===== config.mk =====
export PLATFORM = sky130hd
export DESIGN_NAME = fx2fp_feeder
export DESIGN_NICKNAME = d
export VERILOG_FILES = /design/src/rtl/fx2fp_pkg.sv /design/src/rtl/int_to_fp32.sv /design/src/rtl/fx2fp_feeder.sv
export SDC_FILE = /design/constraint.sdc
export NUM_CORES = 1
export LEC_CHECK = 0
export BUFFER_PORTS_ARGS = -buffer_cell sky130_fd_sc_hd__buf_2
export CAP_MARGIN = 20
export CORE_ASPECT_RATIO = 1.25
export CORE_UTILIZATION = 63
export DETAILED_ROUTE_END_ITERATION = 8
export GPL_TIMING_DRIVEN = 1
export PLACE_DENSITY = 0.82
export REMOVE_ABC_BUFFERS = 1
export SETUP_SLACK_MARGIN = 0.15
export SYNTH_ARGS = -nofsm -noshare
export SYNTH_HDL_FRONTEND = slang
export SYNTH_SLANG_ARGS = --single-unit

===== constraint.sdc =====
create_clock -name clk -period 7 [get_ports clk]
set_input_delay 1.4 -clock clk [delete_from_list [all_inputs] [get_ports clk]]
set_output_delay 1.4 -clock clk [all_outputs]
set_load 0.01 [all_outputs]

===== src/rtl/fx2fp_pkg.sv =====
// fx2fp_pkg: shared FSM state, float constants and default slot period
package fx2fp_pkg;
    typedef enum logic [1:0] {IDLE, FILL, RUN} state_t;
    localparam int FP32_BIAS = 127;
    localparam logic [31:0] FP32_ZERO = 32'h0000_0000;
    localparam int DEFAULT_PERIOD = 11;
endpackage


===== src/rtl/int_to_fp32.sv =====
// int_to_fp32: two-stage exact two's-complement integer to IEEE-754 single conversion
// Ports: clk, reset (sync, active-high); in_valid/in_data sample in; busy = a stage is occupied;
// out_valid/out_data result two cycles after in_valid.
module int_to_fp32
    import fx2fp_pkg::*;
#(
    parameter int IN_W = 16
) (
    input  logic            clk,
    input  logic            reset,
    input  logic            in_valid,
    input  logic [IN_W-1:0] in_data,
    output logic            busy,
    output logic            out_valid,
    output logic [31:0]     out_data
);
    logic            s1_v;
    logic            s1_sign;
    logic [IN_W-1:0] s1_mag;
    logic [4:0]      lead;
    logic [22:0]     mant;
    always_comb begin
        lead = '0;
        for (int i = 0; i < IN_W; i++)
            if (s1_mag[i]) lead = 5'(i);
    end
    // Shift the leading one up to bit 23; the 23 bits below it are the mantissa.
    assign mant = 23'(24'(s1_mag) << (5'd23 - lead));
    assign busy = s1_v | out_valid;
    always_ff @(posedge clk) begin
        if (reset) begin
            s1_v <= 1'b0;
            s1_sign <= 1'b0;
            s1_mag <= '0;
            out_valid <= 1'b0;
            out_data <= FP32_ZERO;
        end else begin
            s1_v <= in_valid;
            out_valid <= s1_v;
            if (in_valid) begin
                s1_sign <= in_data[IN_W-1];
                // As an unsigned value, -(-2^(IN_W-1)) is 2^(IN_W-1), which still fits.
                s1_mag <= in_data[IN_W-1] ? -in_data : in_data;
            end
            if (s1_v)
                out_data <= (s1_mag == '0) ? FP32_ZERO : {s1_sign, 8'(FP32_BIAS) + {3'b000, lead}, mant};
        end
    end
endmodule


===== src/rtl/fx2fp_feeder.sv =====
// fx2fp_feeder: converts fixed-point samples to float and paces them into a filter, one per PERIOD-cycle slot
// Ports: clk, reset (sync, active-high); s_valid/s_data/s_ready upstream handshake;
// start, o_sample, o_strobe, underrun toward the filter.
// Macro FX2FP_FEEDER_STATS_EN adds underrun_cnt, a saturating count of underrun pulses.
module fx2fp_feeder
    import fx2fp_pkg::*;
#(
    parameter int PERIOD = DEFAULT_PERIOD,
    parameter int IN_W = 16
) (
    input  logic            clk,
    input  logic            reset,
    input  logic            s_valid,
    input  logic [IN_W-1:0] s_data,
    output logic            s_ready,
    output logic            start,
    output logic [31:0]     o_sample,
    output logic            o_strobe,
    output logic            underrun
`ifdef FX2FP_FEEDER_STATS_EN
    ,
    output logic [15:0]     underrun_cnt
`endif
);
    state_t      state;
    logic [7:0]  cnt;
    logic        c_busy, c_valid, hold_v, h_v, bnd, take, xfer;
    logic [31:0] c_data, hold_d, h_d;
    int_to_fp32 #(.IN_W(IN_W)) u_conv (
        .clk(clk),
        .reset(reset),
        .in_valid(xfer),
        .in_data(s_data),
        .busy(c_busy),
        .out_valid(c_valid),
        .out_data(c_data)
    );
    // The converter result counts as held on the cycle it appears, so it can be consumed without an extra cycle.
    assign h_v = hold_v | c_valid;
    assign h_d = c_valid ? c_data : hold_d;
    assign s_ready = !reset && !c_busy && !hold_v;
    assign xfer = s_valid && s_ready;
    assign bnd = (state == RUN) && (cnt == 8'(PERIOD - 1));
    assign take = h_v && ((state == FILL) || bnd);
    always_ff @(posedge clk) begin
        if (reset) begin
            state <= IDLE;
            cnt <= '0;
            hold_v <= 1'b0;
            hold_d <= FP32_ZERO;
            o_sample <= FP32_ZERO;
            start <= 1'b0;
            o_strobe <= 1'b0;
            underrun <= 1'b0;
        end else begin
            hold_v <= h_v && !take;
            hold_d <= h_d;
            o_strobe <= take;
            underrun <= bnd && !h_v;
            if (take) o_sample <= h_d;
            cnt <= (state == RUN && !bnd) ? cnt + 8'd1 : '0;
            start <= (state == RUN) || (state == FILL && h_v);
            case (state)
                IDLE:    state <= xfer ? FILL : IDLE;
                FILL:    state <= h_v ? RUN : FILL;
                RUN:     state <= RUN;
                default: state <= IDLE;
            endcase
        end
    end
`ifdef FX2FP_FEEDER_STATS_EN
    always_ff @(posedge clk) begin
        if (reset) underrun_cnt <= '0;
        else if (underrun && underrun_cnt != 16'hFFFF) underrun_cnt <= underrun_cnt + 16'd1;
    end
`endif
endmodule


# [After elaboration in Yosys (flattened, before gate mapping)]
# Cells that the tools add are included.
[op_classes] n_reduce_logical=20 shifts=1 n_addsub=4 n_bitwise=3 mux=21 n_eq_ne=3
[ops] op="32-bit two-way mux" count=2
[ops] op="4-bit two-way mux" count=8
[ops] op="16-bit by 5-bit << shifter with 23-bit output" count=1
[ops] op="16-bit logical NOT" count=1
[ops] op="16-bit two-way mux" count=1
[ops] op="16-bit negation" count=1
[ops] op="3-bit two-way mux" count=4
[ops] op="1-bit logical AND" count=9
[ops] op="7-bit by 4-bit adder with 8-bit output, first input constant" count=1
[ops] op="8-bit by 1-bit adder with 8-bit output, second input constant" count=1
[ops] op="8-bit by 4-bit equality test with 1-bit output, second input constant" count=1
[ops] op="1-bit logical NOT" count=6
[ops] op="2-bit two-way mux" count=3
[ops] op="2-bit one-hot mux with 3 select lines" count=1
[ops] op="5-bit by 4-bit subtractor with 5-bit output, first input constant" count=1
[ops] op="2-bit by 1-bit equality test with 1-bit output, second input constant" count=1
[ops] op="2-bit equality test, second input constant" count=1
[ops] op="2-bit logical NOT" count=1
[ops] op="1-bit logical OR" count=2
[ops] op="1-bit two-way mux" count=2
[ops] op="1-bit OR" count=2
[ops] op="2-bit OR reduction" count=1
[ops] op="1-bit inverter" count=1
[totals] out_inout_bits=36 in_bits=19 regBits=129

# [Longest topological paths before layout]
[logic_depth] depth_word=18 depth_mapped=10 depth_no_buf=9

# [By module]
# Synthesis repeated with hierarchy kept, for this count alone.
[hier_totals] cells_unflattened=568 area_unflattened_um2=5572.8
[modules_own_cells] module="int_to_fp32" seq_area_each_um2=1001.0 n_inst=1 area_each_um2=2807.7 cells_each=333
[modules_own_cells] module="fx2fp_feeder" seq_area_each_um2=1561.5 n_inst=1 area_each_um2=2765.2 cells_each=235

# [Worst setup path after synthesis]
# OpenSTA, ideal clock, no wires.
[synth_timing] path_kind="input to register" from="in s_data[0]" to="reg u_conv.s1_mag[11]" arrival_ns=3.282 setup_ns=0.086 path_stages=6 path_slack_ns=3.632 path_buffers=0 required_ns=6.914 cell_sequence="or4_1 > or4_4 > or4_4 > o21ai_0 > xor2_1 > a211oi_1"
[synth_between] elab_chain_len=2
[synth_lines] item="from (decl)" line_no="fx2fp_feeder.sv:14" source="input logic [IN_W-1:0] s_data,"
[synth_lines] item="16-bit negation" line_no="int_to_fp32.sv:43" source="s1_mag <= in_data[IN_W-1] ? -in_data : in_data;"
[synth_lines] item="16-bit two-way mux" line_no="int_to_fp32.sv:43"
[synth_lines] item="to (signal assigned)" line_no="int_to_fp32.sv:43"
[synth_lines] item="to (decl)" line_no="int_to_fp32.sv:19" source="logic [IN_W-1:0] s1_mag;"
# No other way between the ends.
# A chain may end at the register's enable or synchronous reset.

# [Final worst setup path]
[layout_timing] from="in reset" to="out s_ready"
[layout_between] elab_chain_len=3
[layout_lines] item="from (decl)" line_no="fx2fp_feeder.sv:12" source="input logic reset,"
[layout_lines] item="1-bit logical NOT" line_no="fx2fp_feeder.sv:41" source="assign s_ready = !reset && !c_busy && !hold_v;"
[layout_lines] item="1-bit logical AND (2 in series)" line_no="fx2fp_feeder.sv:41"
[layout_lines] item="to (decl)" line_no="fx2fp_feeder.sv:15" source="output logic s_ready,"
# No other way between the ends.

==> summary.md <==
The tools report the startpoint class of the critical path as an input pin. After synthesis, flip-flops and latches occupy 45.9% of the total area. For the final-layout setup total negative slack, the log shows 0 ns. The first routing iteration left 198 violations.

Pin placement for this block handled 55 I/O pins. For this block, the via count after detailed routing is 4577. In the synthesized netlist, the number of instances is 623. The Yosys step of the flow raised 0 warnings. Registers take 0.00256 mm^2. The total detailed-routing wirelength was 12.4 mm; the number of synthesized flops with an enable pin was 0.

The proportion of layout cells with a drive suffix above 1 works out to 15.3%. The tools report the maximum ir drop on the vdd rail as 0.000174 V. The run gives 0.52 ns as the latest clock arrival within the worst-skew pair.

The number of synthesized register bits came out at 128. The top cell types in the final layout, fill and taps aside, are dfxtp_1, nor2_1, nand2_1, buf_2, a211oi_1. In this run the tightest slew margin relative to its limit is 39.1%. For the final database, setup skew stands at 0.00787 ns. The total overflow left after global routing is 0. The run gives 4 as the number of search-and-repair iterations in the first detailed-routing pass. TritonCTS built the clock tree. After detailed routing, the number of remaining DRC violations is 0.

The cell area power density was 296 mW/mm^2; the CTS sink count was 128. Port buffering added 54 buffers. From synthesis to final layout, the design area changed by 15.5%.

Summing every instance area after synthesis gives 0.00559 mm^2. The clock transition at the register clock pins on the worst setup and hold paths after CTS is 0.06 ns. The clock tree root driver cell was clkbuf_8. The average vias per placed instance was 5.77; the maximum frequency from static timing analysis was 0.272 GHz. The filler-free cell count of the finished design came out at 793. For the worst setup path, the data arrival time is 2.28 ns. The class of the most critical setup path was input pin to output port. For the worst setup path, the data required time is 5.60 ns. For the pin with the worst max-slew slack, the measured transition is 0.905 ns.

The number of buffers inserted for hold repair after clock tree synthesis was 0. The number of setup buffers added after CTS is 0. The layout has 679 filler cells. At the end of routability-driven placement, the weighted congestion stood at 0.919. The async set-or-reset flop fraction in the synthesized netlist came out at 0%.

The height of the chip is 107 um, and the clock tree buffer depth is 2. The core region is 0.00865 mm^2. The via count of the first global-routing pass is 4468. 0 antenna diodes ended up in the layout.

The logs give 28.7% for the global-route usage over all layers and 0 for the total count of max-transition violations in the final report. Setup repair after global routing left no endpoint under its margin. The synthesized netlist contains 63 unique library cells. For the floorplan die area, the log shows 0.00925 mm^2. The number of routed nets with antenna violations was 0; the number of levels in the clock H-tree was 4. The net count of the finished layout is 684. The tools report the worst setup slack before clock tree synthesis as 3.34 ns. Half-perimeter wire length after detailed placement: 8.55 mm. Once placement completed, the tool counted placed cells totaling 761.

Once the floorplan was initialized, standard cells occupied 64.5% of the core. Counting the buffers created by CTS gives 17. The die is 86.2 um wide.

The class of the tightest hold or removal check was flip-flop to flip-flop. The largest net degree at the start of global routing was 66. The floorplan has 38 rows.

The number of antenna violations at the first check in global routing is 0, and the final setup slack of the worst path is 3.32 ns. The run gives 20.7 mm as the wire length of the first global-routing pass. After detailed routing, the average wire length per cell comes to 15.6 um.

In the finished design, the share of the clock period the worst path needs comes to 52.5%. STA classifies the critical path endpoint as an output port. Setup violations remaining at the end of the flow were counted as 0. Along the worst path, the maximum fanout reaches 34. Post-CTS repair changed the size of 0 cells. Setup slack on the worst reg-to-reg path comes out at 3.80 ns. Leaving out fill and tap cells, the most frequent cell in the layout is dfxtp_1. The total area of multi-input combinational cells was 0.00274 mm^2. The flow ran to the end, and the final reports show no timing, DRC or antenna violations.

Among all flip-flop cells after synthesis, the most frequent one is dfxtp_1. The tool flagged a number of max-cap violations equal to 0. The count of final hold-check violations is 0, and the reported leakage power is 2.42 nW. The final critical path time including I/O delays and setup was 3.68 ns; the mean area per synthesized cell was 8.97 um^2.
==> Yosys cell counts, drive strengths merged, types with 8 or more instances <==
library cell  number  share of area (%)
nor2             102                6.9
xor2              12                1.9
nand2             54                3.6
a211oi            48                6.8
a21oi             22                2.0
o211ai             8                1.1
o21ai             22                2.0
clkbuf            28                2.4
mux2i             39                7.0
dfxtp            128                 46
nand3             11               0.99
buf               13                1.5
inv               17                1.1
and2               8               0.90
nor3              10               0.90
==> stage by stage <==
stage / hold slack [ns] / total power [mW] / util, % / area, um^2
4_1_cts: 0.460 / 1.91 / 74.6 / 6450
5_1_grt: 0.479 / 1.98 / 74.6 / 6450
3_3_place_gp: 0.442 / 1.01 / 67.4 / 5840
3_5_place_dp: 0.447 / 1.02 / 67.4 / 5840
2_1_floorplan: 0.422 / 0.937 / - / 5370
6_report: 0.454 / 1.91 / 74.6 / 6450
==> where the power goes <==
part	leakage [nW]	switching [mW]	internal, mW
Combinational	1.10	0.152	0.0795
Clock	0.288	0.314	0.589
Sequential	1.04	0.0226	0.750
Total	2.42	0.489	1.42
==> critical path, stage by stage <==
cell,delay (ns)
buf_2,0.30
nor4_1,0.36
buf_2,0.20
==> layout make-up <==
class	count	share of cell area, %
sequential	128	39.7
clock inverter	12	2.81
clock buffer	20	6.75
inverter	19	1.11
timing repair buffer	59	4.77
multi-input combinational	435	42.5
tap	120	2.33
==> flip-flops by register name, indices dropped and copies added (netlist names) <==
register / count
o_sample: 32
underrun: 1
hold_v: 1
cnt: 8
start: 1
hold_d: 32
o_strobe: 1
u_conv.out_data: 31
u_conv.out_valid: 1
u_conv.s1_v: 1
u_conv.s1_mag: 16
state: 2
u_conv.s1_sign: 1
==> cell families after synthesis <==
| kind of cell | after synthesis | synth area share [%] |
|---|---|---|
| XOR/XNOR | 19 | 2.98 |
| buffers and inverters | 60 | 5.20 |
| flip-flops | 128 | 45.9 |
| adder cells (fa/ha/maj) | 5 | 1.12 |
| AND/OR/NAND/NOR | 225 | 18.5 |
| multiplexers | 40 | 7.19 |
| AO/OA/AOI/OAI | 146 | 19.1 |
==> metal layers <==
| metal | global-route usage [%] | wire length [um] | vias to the layer above |
|---|---|---|---|
| li1 | - | - | 2304 |
| met1 | 32.1 | 5290 | 2143 |
| met2 | 51.9 | 6380 | 104 |
| met3 | 6.21 | 383 | 26 |
| met4 | 12.4 | 328 | 0 |
| met5 | 0 | 0 | - |
==> path summary, 6_finish.rpt <==
check | startpoint | depth (start not counted) | end
max | reset | 3 | s_ready
min | u_conv.out_data[3] | 1 | u_conv.out_data[3]
max reg2reg | u_conv.s1_mag[9] | 7 | u_conv.out_data[19]
min reg2reg | u_conv.out_data[3] | 1 | u_conv.out_data[3]
No activity file was read; power rests on OpenSTA's default activity.
